[config.mk]
export PLATFORM = sky130hd
export DESIGN_NAME = stepper_axis_driver
export DESIGN_NICKNAME = d
export VERILOG_FILES = /design/src/rtl/stepper_axis_driver.sv
export SDC_FILE = /design/constraint.sdc
export NUM_CORES = 1
export LEC_CHECK = 0
export ABC_AREA = 1
export ABC_CLOCK_PERIOD_IN_PS = 3400
export BUFFER_PORTS_ARGS = -buffer_cell sky130_fd_sc_hd__buf_2
export CAP_MARGIN = 10
export CORE_MARGIN = 4
export CORE_UTILIZATION = 45
export CTS_CLUSTER_SIZE = 14
export DETAILED_ROUTE_END_ITERATION = 8
export PLACE_DENSITY = 0.65
export SYNTH_ARGS = -nofsm -noshare
export SYNTH_HDL_FRONTEND = slang
export SYNTH_SLANG_ARGS = --single-unit
[constraint.sdc]
create_clock -name clock -period 3.4 [get_ports clock]
set_clock_uncertainty 0.15 [all_clocks]
set_input_delay 0.68 -clock clock [delete_from_list [all_inputs] [get_ports clock]]
set_output_delay 0.68 -clock clock [all_outputs]
set_load 0.02 [all_outputs]
[src/rtl/stepper_axis_driver.sv]
// STEP/DIR generator for one stepper axis: latches a step period and direction at each
// step start, sequences SETUP/PULSE/LOW timing and tracks the signed axis position.
module stepper_axis_driver #(
  parameter int unsigned SETTLE_CYCLES = 50,
  parameter int unsigned PULSE_CYCLES  = 100,
  parameter int unsigned MIN_PERIOD    = 400
) (
  input  logic        clock,
  input  logic        ctrl_reset,
  input  logic [31:0] speed,
  input  logic [31:0] direction,
  input  logic        enable,
  input  logic        zero_pos,
  output logic        step,
  output logic        dir,
  output logic [31:0] position,
  output logic        busy
);

  typedef enum logic [1:0] {StIdle, StSetup, StPulse, StLow} state_t;

  localparam logic [31:0] SettleLast = 32'(SETTLE_CYCLES - 1);
  localparam logic [31:0] PulseLast  = 32'(SETTLE_CYCLES + PULSE_CYCLES - 1);
  localparam logic [31:0] MinPeriod  = 32'(MIN_PERIOD);

  state_t      state;
  logic [31:0] cnt;
  logic [31:0] effPeriod;
  logic        armed;
  logic        periodEnd;
  logic        canStart;
  logic [31:0] nextPeriod;
  logic        unusedDirBits;

  assign unusedDirBits = ^direction[31:1];

  always_comb begin
    periodEnd  = (state == StLow) && (cnt == effPeriod - 32'd1);
    // armed keeps the first edge after reset release from starting a step
    canStart   = ((state == StIdle) || periodEnd) && armed && enable && (speed != 32'd0);
    nextPeriod = (speed < MinPeriod) ? MinPeriod : speed;
  end

  always_ff @(posedge clock or negedge ctrl_reset) begin
    if (!ctrl_reset) begin
      state     <= StIdle;
      cnt       <= 32'd0;
      effPeriod <= 32'd0;
      armed     <= 1'b0;
      step      <= 1'b0;
      dir       <= 1'b0;
      busy      <= 1'b0;
      position  <= 32'd0;
    end else begin
      armed <= 1'b1;

      // A clear wins over the count of a step entering PULSE on the same edge
      if (zero_pos) begin
        position <= 32'd0;
      end else if ((state == StSetup) && (cnt == SettleLast)) begin
        position <= dir ? position + 32'd1 : position - 32'd1;
      end

      if (canStart) begin
        state     <= StSetup;
        cnt       <= 32'd0;
        effPeriod <= nextPeriod;
        dir       <= direction[0];
        busy      <= 1'b1;
        step      <= 1'b0;
      end else begin
        unique case (state)
          StIdle: begin
            cnt  <= 32'd0;
            step <= 1'b0;
          end
          StSetup: begin
            cnt <= cnt + 32'd1;
            if (cnt == SettleLast) begin
              state <= StPulse;
              step  <= 1'b1;
            end
          end
          StPulse: begin
            cnt <= cnt + 32'd1;
            if (cnt == PulseLast) begin
              state <= StLow;
              step  <= 1'b0;
            end
          end
          StLow: begin
            if (periodEnd) begin
              state <= StIdle;
              cnt   <= 32'd0;
              busy  <= 1'b0;
            end else begin
              cnt <= cnt + 32'd1;
            end
          end
          default: state <= StIdle;
        endcase
      end
    end
  end

endmodule

# After elaboration in Yosys (flattened, before gate mapping)
# Index checks and enable logic that the tools add are counted.
[word_totals]
reg_bits = 102
in_bits = 68
output_inout_bits = 35
[op_classes]
addsub = 4
n_lt_le_gt_ge = 1
eq_ne = 9
muxes = 19
reduce_logical = 17
[ops]
columns = ["op", "n"]
rows = [
  ["32-bit two-way mux", 6],
  ["32-bit one-hot mux with 3 select lines", 1],
  ["32-bit by 1-bit adder with 32-bit output, second input constant", 2],
  ["32-bit by 1-bit subtractor with 32-bit output, second input constant", 2],
  ["32-bit equality test", 1],
  ["32-bit by 6-bit equality test with 1-bit output, second input constant", 1],
  ["32-bit by 8-bit equality test with 1-bit output, second input constant", 1],
  ["32-bit by 9-bit less-than comparator with 1-bit output, second input constant", 1],
  ["32-bit nonzero test", 1],
  ["2-bit two-way mux", 4],
  ["4-bit nonzero test", 2],
  ["1-bit two-way mux", 6],
  ["3-bit != test, second input constant", 2],
  ["2-bit one-hot mux with 3 select lines", 1],
  ["2-bit nonzero test", 3],
  ["1-bit logical AND", 5],
  ["2-bit equality test, second input constant", 2],
  ["4-bit AND reduction", 1],
  ["3-bit by 2-bit != test with 1-bit output, second input constant", 1],
  ["1-bit one-hot mux with 3 select lines", 1],
  ["3-bit AND reduction", 1],
  ["2-bit by 1-bit equality test with 1-bit output, second input constant", 1],
  ["2-bit logical NOT", 1],
  ["2-bit AND reduction", 1],
  ["other kinds (2)", 2],
]

# Logic depth before layout (Yosys ltp)
# Gate-level depths: netlist of the first run.
[depth]
word_depth = 9
mapped_depth = 20
mapped_depth_nobuf = 19

# Least setup slack after synthesis of the first run
# OpenSTA, ideal clock, no wires.
[synth_path]
path_kind = "reg-to-reg"
from = "register dir"
to = "register position[23]"
setup_time_ns = 0.119
arrival_time_ns = 2.899
slack_ns = 0.232
stages_incl_launch_ff = 17
n_path_buf = 0
path_cell_list = "dfrtp_1 -> inv_1 -> ha_1 -> a21oi_1 -> nand2_1 -> a21oi_1 -> o21ai_0 -> a21boi_0 -> inv_1 -> nand2_1 -> nand2_1 -> nand2_1 -> nand2_1 -> a21oi_1 -> nand2_1 -> nand3_1 -> nand2_1"
[synth_between]
elab_chain_cells = 3
[synth_rtl]
columns = ["item", "line", "text"]
rows = [
  ["start, declared", "15", "output logic dir,"],
  ["start signal, assigned", "68", "dir <= direction[0];"],
  ["32-bit two-way mux", "61", "position <= dir ? position + 32'd1 : position - 32'd1;"],
  ["32-bit two-way mux", "60", "end else if ((state == StSetup) && (cnt == SettleLast)) begin"],
  ["32-bit two-way mux", "58", "if (zero_pos) begin"],
  ["end signal, assigned", "61", ""],
  ["end, declared", "16", "output logic [31:0] position,"],
]
# No other way between the ends. The select of a mux whose other input is x is not followed.
# A chain may end at the register's enable or synchronous reset.

# Worst setup path after layout of the first run
# Same ends and word-level chain as after synthesis.

==> results of run 1 <==
==> through the flow <==
stage	area [um^2]	util	hold slack, ps	setup WS [ps]
floorplan	7960	-	234	232
global placement	8610	0.498	302	433
detailed placement	8610	0.498	311	405
CTS	8940	0.517	63.1	380
global route	8940	0.517	72.3	83.0
finish	8940	0.517	61.0	393
==> cell usage after synthesis (2+ instances only) <==
cell | instances | area [um^2]
nand2_1 | 299 | 1120
nor2_1 | 148 | 556
inv_1 | 140 | 526
dfrtp_1 | 102 | 2550
o21ai_0 | 57 | 285
nand3_1 | 54 | 270
a21oi_1 | 52 | 260
xor2_1 | 41 | 359
ha_1 | 40 | 500
nand4_1 | 36 | 225
o21ai_1 | 23 | 115
xnor2_1 | 23 | 201
nor3_1 | 22 | 110
nor4_1 | 18 | 113
clkbuf_1 | 12 | 45.0
a31oi_1 | 10 | 62.6
nor2_2 | 10 | 62.6
nand3b_1 | 7 | 52.6
nand2_2 | 6 | 37.5
buf_4 | 5 | 37.5
nor2_4 | 5 | 56.3
buf_2 | 4 | 20.0
nor3_2 | 4 | 40.0
a21o_1 | 3 | 22.5
inv_2 | 3 | 11.3
o21bai_1 | 3 | 22.5
o221ai_1 | 3 | 26.3
o31ai_1 | 3 | 22.5
or2_2 | 3 | 18.8
a221oi_1 | 2 | 17.5
and2_1 | 2 | 12.5
buf_6 | 2 | 22.5
o22ai_1 | 2 | 12.5
==> registers in the layout, indices dropped and copies added (netlist names) <==
signal	flops
cnt	32
effPeriod	32
position	32
state	2
armed	1
busy	1
dir	1
step	1
==> placed cells by master, fill, tap and decap left out, drive strengths merged <==
cell	n
a22o	1
nand3b	7
nand2	306
clkbuf	11
or2	3
nand4	38
o22ai	2
and2	3
ha	40
or3	1
conb	1
bufinv	2
o21ai	80
xor2	41
a21oi	53
xnor2	23
o21bai	4
a21boi	1
o221ai	3
clkinvlp	1
o31ai	3
buf	86
a21o	3
nor2	163
a31oi	10
clkinv	2
nor3	26
nand3	56
a221oi	2
nor4	18
inv	144
fa	1
and3	1
dfrtp	102
==> where the power goes <==
part,switching (W),total (W),internal (W)
clock network,0.000467,0.00113,0.000667
logic,0.0000482,0.0000698,0.0000216
registers,0.000000136,0.00121,0.00121
==> kinds of logic (layout without fill, tap and decap cells) <==
logic type      Yosys count  count (layout)  synth area share
compound gates          162             162             0.112
xor+xnor                 64              64            0.0704
fa+ha+maj                41              41            0.0654
buf+inv                 167             246            0.0836
flops                   102             102             0.321
other cells               1               1          0.000471
simple gates            622             622             0.348
==> critical path: stages (launching register included) <==
cell      delay [ps]
dfrtp_1          370
inv_1            180
buf_4            220
ha_1             290
a21oi_1          220
o21ai_0          180
a21boi_0         320
inv_1            160
nand2_1           80
nand2_1          100
nand2_1           80
nand2_1           80
a21oi_1          230
nand2_1           80
nand3_1           90
nand2_1           60
==> layout make-up <==
| class | count | area (um^2) | area share |
|---|---|---|---|
| clock buffers | 11 | 243 | 0.0272 |
| clock inverters | 5 | 81.3 | 0.00910 |
| inverters | 144 | 541 | 0.0605 |
| multi-input cells | 890 | 4740 | 0.531 |
| flip-flops and latches | 102 | 2550 | 0.286 |
| well taps | 225 | 282 | 0.0315 |
| repair buffers | 86 | 495 | 0.0554 |
==> layer usage <==
layer | global-route usage | wire, um | vias to the layer above
met5 | 0 | 0 | -
met4 | 0.0673 | 516 | 0
met3 | 0.0329 | 694 | 36
met2 | 0.370 | 9790 | 129
met1 | 0.259 | 9040 | 3394
li1 | - | - | 3935
==> worst paths after layout <==
kind	to	slack (ps)	cells after the start	start
max	position[23]	390	15	dir
max in group asynchronous	dir	2300	2	ctrl_reset
max reg2reg	position[23]	390	15	dir
min reg2reg	step	320	2	step
min	effPeriod[16]	60	1	ctrl_reset
min in group clock	step	320	2	step
==> impl_metrics.json, run 1 <==
{
  "cts_setup_buffers": 0,
  "synth-edff-count": 0,
  "drv_cap": 0,
  "grt_max_degree": 83,
  "drive_gt1_frac": 0.112,
  "power_leakage_nw": 4.75,
  "worst_pin_slew_ps": 979,
  "place_inst": 1447,
  "clkLatencyLatePin_ps": 350,
  "yosysSeqAreaShare": 0.321,
  "grt_pass1_wl_mm": 34.1,
  "min_period_ps": 3010,
  "power_w": 0.00242,
  "firstDrtPassIters": 5,
  "die-width_um": 141,
  "critPathLaunchType": "register",
  "place.gp.congestion": 0.919,
  "end_kind": "register",
  "syn-num-nets": 1268,
  "ys.flop_type": "dfrtp_1",
  "ant_nets": 0,
  "drtIter0Drc": 381,
  "holdCritPathClass": "in2async",
  "synth_cells": 1159,
  "synth_area_um2": 7960,
  "vias_per_cell": 5.12,
  "dieHeight_um": 141,
  "nets": 1342,
  "first_global_vias": 7350,
  "core_area_um2": 17300,
  "num_vias": 7494,
  "io_pins": 103,
  "timing_hold_violations_final": 0,
  "numPortBuffers": 71,
  "area_delta_synth_final_pct": 12.3,
  "async_flop_share": 1.00,
  "drc_errors": 0,
  "numCtsBuffers": 9,
  "drt-total-wl_mm": 20.0,
  "htreeDepth": 3,
  "die_area_um2": 19900,
  "wl_per_cell_um": 13.7,
  "worstPathRequired_ps": 3490,
  "initial_utilization": 0.460,
  "irDropWorstVdd_v": 0.000250,
  "yosysWarningCount": 0,
  "slew_headroom": 0.347,
  "fillers": 1770,
  "hold_buffers": 0,
  "cts.path.max_buffers": 2,
  "antenna_found_initial": 0,
  "syn_avg_cell_area_um2": 6.87,
  "arrival_ps": 3100,
  "fmax_mhz": 333,
  "clk_pin_slew_ps": 70,
  "hpwlAfterDp_mm": 15.8,
  "ctsRootBufferMaster": "clkbuf_16",
  "final-setup-viol-count": 0,
  "finalCritPeriodShare": 0.884,
  "ys_ff_latch": 102,
  "std_cell_rows": 48,
  "gr-total-overflow": 0,
  "synth.distinct_cells": 48,
  "cts_tree": "yes",
  "final-instance-count-excl-fill": 1463,
  "p_per_area_nw_per_um2": 270,
  "insertedDiodeCount": 0,
  "cts_resized": 0,
  "final_max_slew_viol_count": 0,
  "crit_type": "reg2reg",
  "tns_ps": 0,
  "outcome": "finished clean",
  "cts.sinks": 102,
  "worst-path-max-fanout": 9,
  "rsz0062_at_grt": "false",
  "grt_usage": 0.208
}
Note: power is estimated with default switching activity, not from simulation.
==> run 2: changes to the inputs <==
Settings changed: ABC_CLOCK_PERIOD_IN_PS 3400 to 3300.
Clock period 3.4 ns to 3.3 ns, I/O delays scaled along.
==> impl_metrics.json, run 2 (synthesis gave the netlist of run 1 again) <==
{
  "htreeDepth": 3,
  "antenna_found_initial": 0,
  "fmax_mhz": 331,
  "cts.sinks": 102,
  "worst_pin_slew_ps": 1020,
  "gr-total-overflow": 0,
  "pre_cts_ws_ps": 270,
  "grt_usage": 0.211,
  "final_cell_mix": "nand2_1, nor2_1, inv_1",
  "setup_slack_ps": 276,
  "die_area_um2": 19900,
  "std_cell_rows": 48,
  "numPortBuffers": 71,
  "reg2regPathDepth": 12,
  "drv_cap": 0,
  "ant_nets": 0,
  "timing_hold_violations_final": 0,
  "path_delay_family": "compound AO/OA/AOI/OAI gates",
  "final_common_cell": "nand2_1",
  "worst_path_largest_cell_delay_ps": 380,
  "arrival_ps": 3120,
  "startpoint": "dir",
  "crit_slowest_cell": "dfrtp_1",
  "tns_ps": 0,
  "die-width_um": 141,
  "drtIter0Drc": 387,
  "drc_errors": 0,
  "power_w": 0.00233,
  "worst-path-max-fanout": 12,
  "critPathBufInv": 4,
  "initial_utilization": 0.460,
  "drive_gt1_frac": 0.113,
  "end_kind": "register",
  "hold_buffers": 0,
  "dieHeight_um": 141,
  "worstPathCellList": "inv_1 > buf_4 > buf_4 > ha_1 > a21oi_1 > inv_1 > a31oi_1 > o21ai_0 > a221oi_1 > o21ai_0 > o21ai_0 > nand2_1",
  "insertedDiodeCount": 0,
  "firstDrtPassIters": 7,
  "vias_per_cell": 5.12,
  "cts.path.max_buffers": 2,
  "grt_max_degree": 45,
  "irDropWorstVdd_v": 0.000265,
  "crit_path_end": "position[27]",
  "num_vias": 7495,
  "fin_util": 0.514,
  "crit_path_frequent_cell": "o21ai_0",
  "worstPathRequired_ps": 3400,
  "outcome": "finished clean",
  "p_per_area_nw_per_um2": 263,
  "ff2ff_setup_slack_ps": 280,
  "final_area_um2": 8890,
  "hpwlAfterDp_mm": 16.1,
  "numCtsBuffers": 9,
  "power_leakage_nw": 4.72,
  "r2r_start": "dir",
  "drt-total-wl_mm": 20.4,
  "reg_top3": "cnt (32), effPeriod (32), position (32)",
  "first_global_vias": 7254,
  "grt_pass1_wl_mm": 34.3,
  "io_pins": 103,
  "crit_type": "reg2reg",
  "core_area_um2": 17300,
  "critPathLaunchType": "register",
  "final_max_slew_viol_count": 0,
  "r2r_end": "position[27]",
  "min_period_ps": 3020,
  "clk_pin_slew_ps": 70,
  "ctsRootBufferMaster": "clkbuf_16",
  "final-setup-viol-count": 0,
  "rsz0062_at_grt": "false",
  "slew_headroom": 0.320,
  "cts_tree": "yes",
  "crit_cells": 12,
  "holdCritPathClass": "in2async",
  "placed_area_um2": 8620,
  "nets": 1343,
  "place.gp.congestion": 0.937,
  "clkLatencyLatePin_ps": 360,
  "finalCritPeriodShare": 0.916,
  "wl_per_cell_um": 13.9,
  "area_delta_synth_final_pct": 11.6
}
run 2: cell types whose count changed in the layout (fill, tap and decap cells not counted), sizes merged:
cell / change
clkinv: +3
inv: -1
bufinv: -2
buf: +1
clkinvlp: +1
clkbuf: -1
run 2: metrics by stage:
step	cells	hold WS (ps)
after global placement	1448	303
after detailed placement	1448	308
after floorplan	1159	214
final	1464	151
after global routing	1464	198
after CTS	1464	168
run 2: final cells by class:
type	instances	area [um^2]
Inverter	144	541
Tap cell	225	282
Clock buffer	10	229
Timing Repair Buffer	87	503
Sequential cell	102	2550
Clock inverter	6	38.8
Fill cell	1767	8410
Multi-Input combinational cell	890	4740
run 2: worst reg2reg max path, delay by kind of cell, from the launching register on:
family                     cells  cell delay [ps]
AOI/OAI and AO/OA              6             1270
adders and majority gates      1              330
buffers and inverters          4              720
DFF                            1              380
and+or+nand+nor                1               70
run 2: worst min-delay path by stage:
stage / startpoint / end / slack [ps] / cells after the start
floorplan: ctrl_reset / armed / 210 / 0
global placement: step / step / 300 / 2
detailed placement: step / step / 310 / 2
CTS: ctrl_reset / effPeriod[24] / 170 / 1
global route: ctrl_reset / cnt[27] / 200 / 1
finish: ctrl_reset / effPeriod[25] / 150 / 1
run 2: power breakdown:
part	switching [W]	internal [W]	leakage, nW
sequential	0.000000139	0.00125	1.32
combinational	0.0000498	0.0000229	3.28
clock	0.000502	0.000510	0.128
total	0.000552	0.00178	4.72
run 2: metal layers:
layer	routed length [um]	vias up	GRT usage
met5	0	-	0
met4	405	0	0.0586
met3	730	24	0.0346
met2	10100	124	0.375
met1	9160	3403	0.264
li1	-	3944	-
run 2: timing repair:
item                                    4_1_cts  5_1_grt
buffers inserted                              0        0
endpoints found under the setup margin        0        1
endpoints found under the hold margin         0        0
resized for setup                             0        1
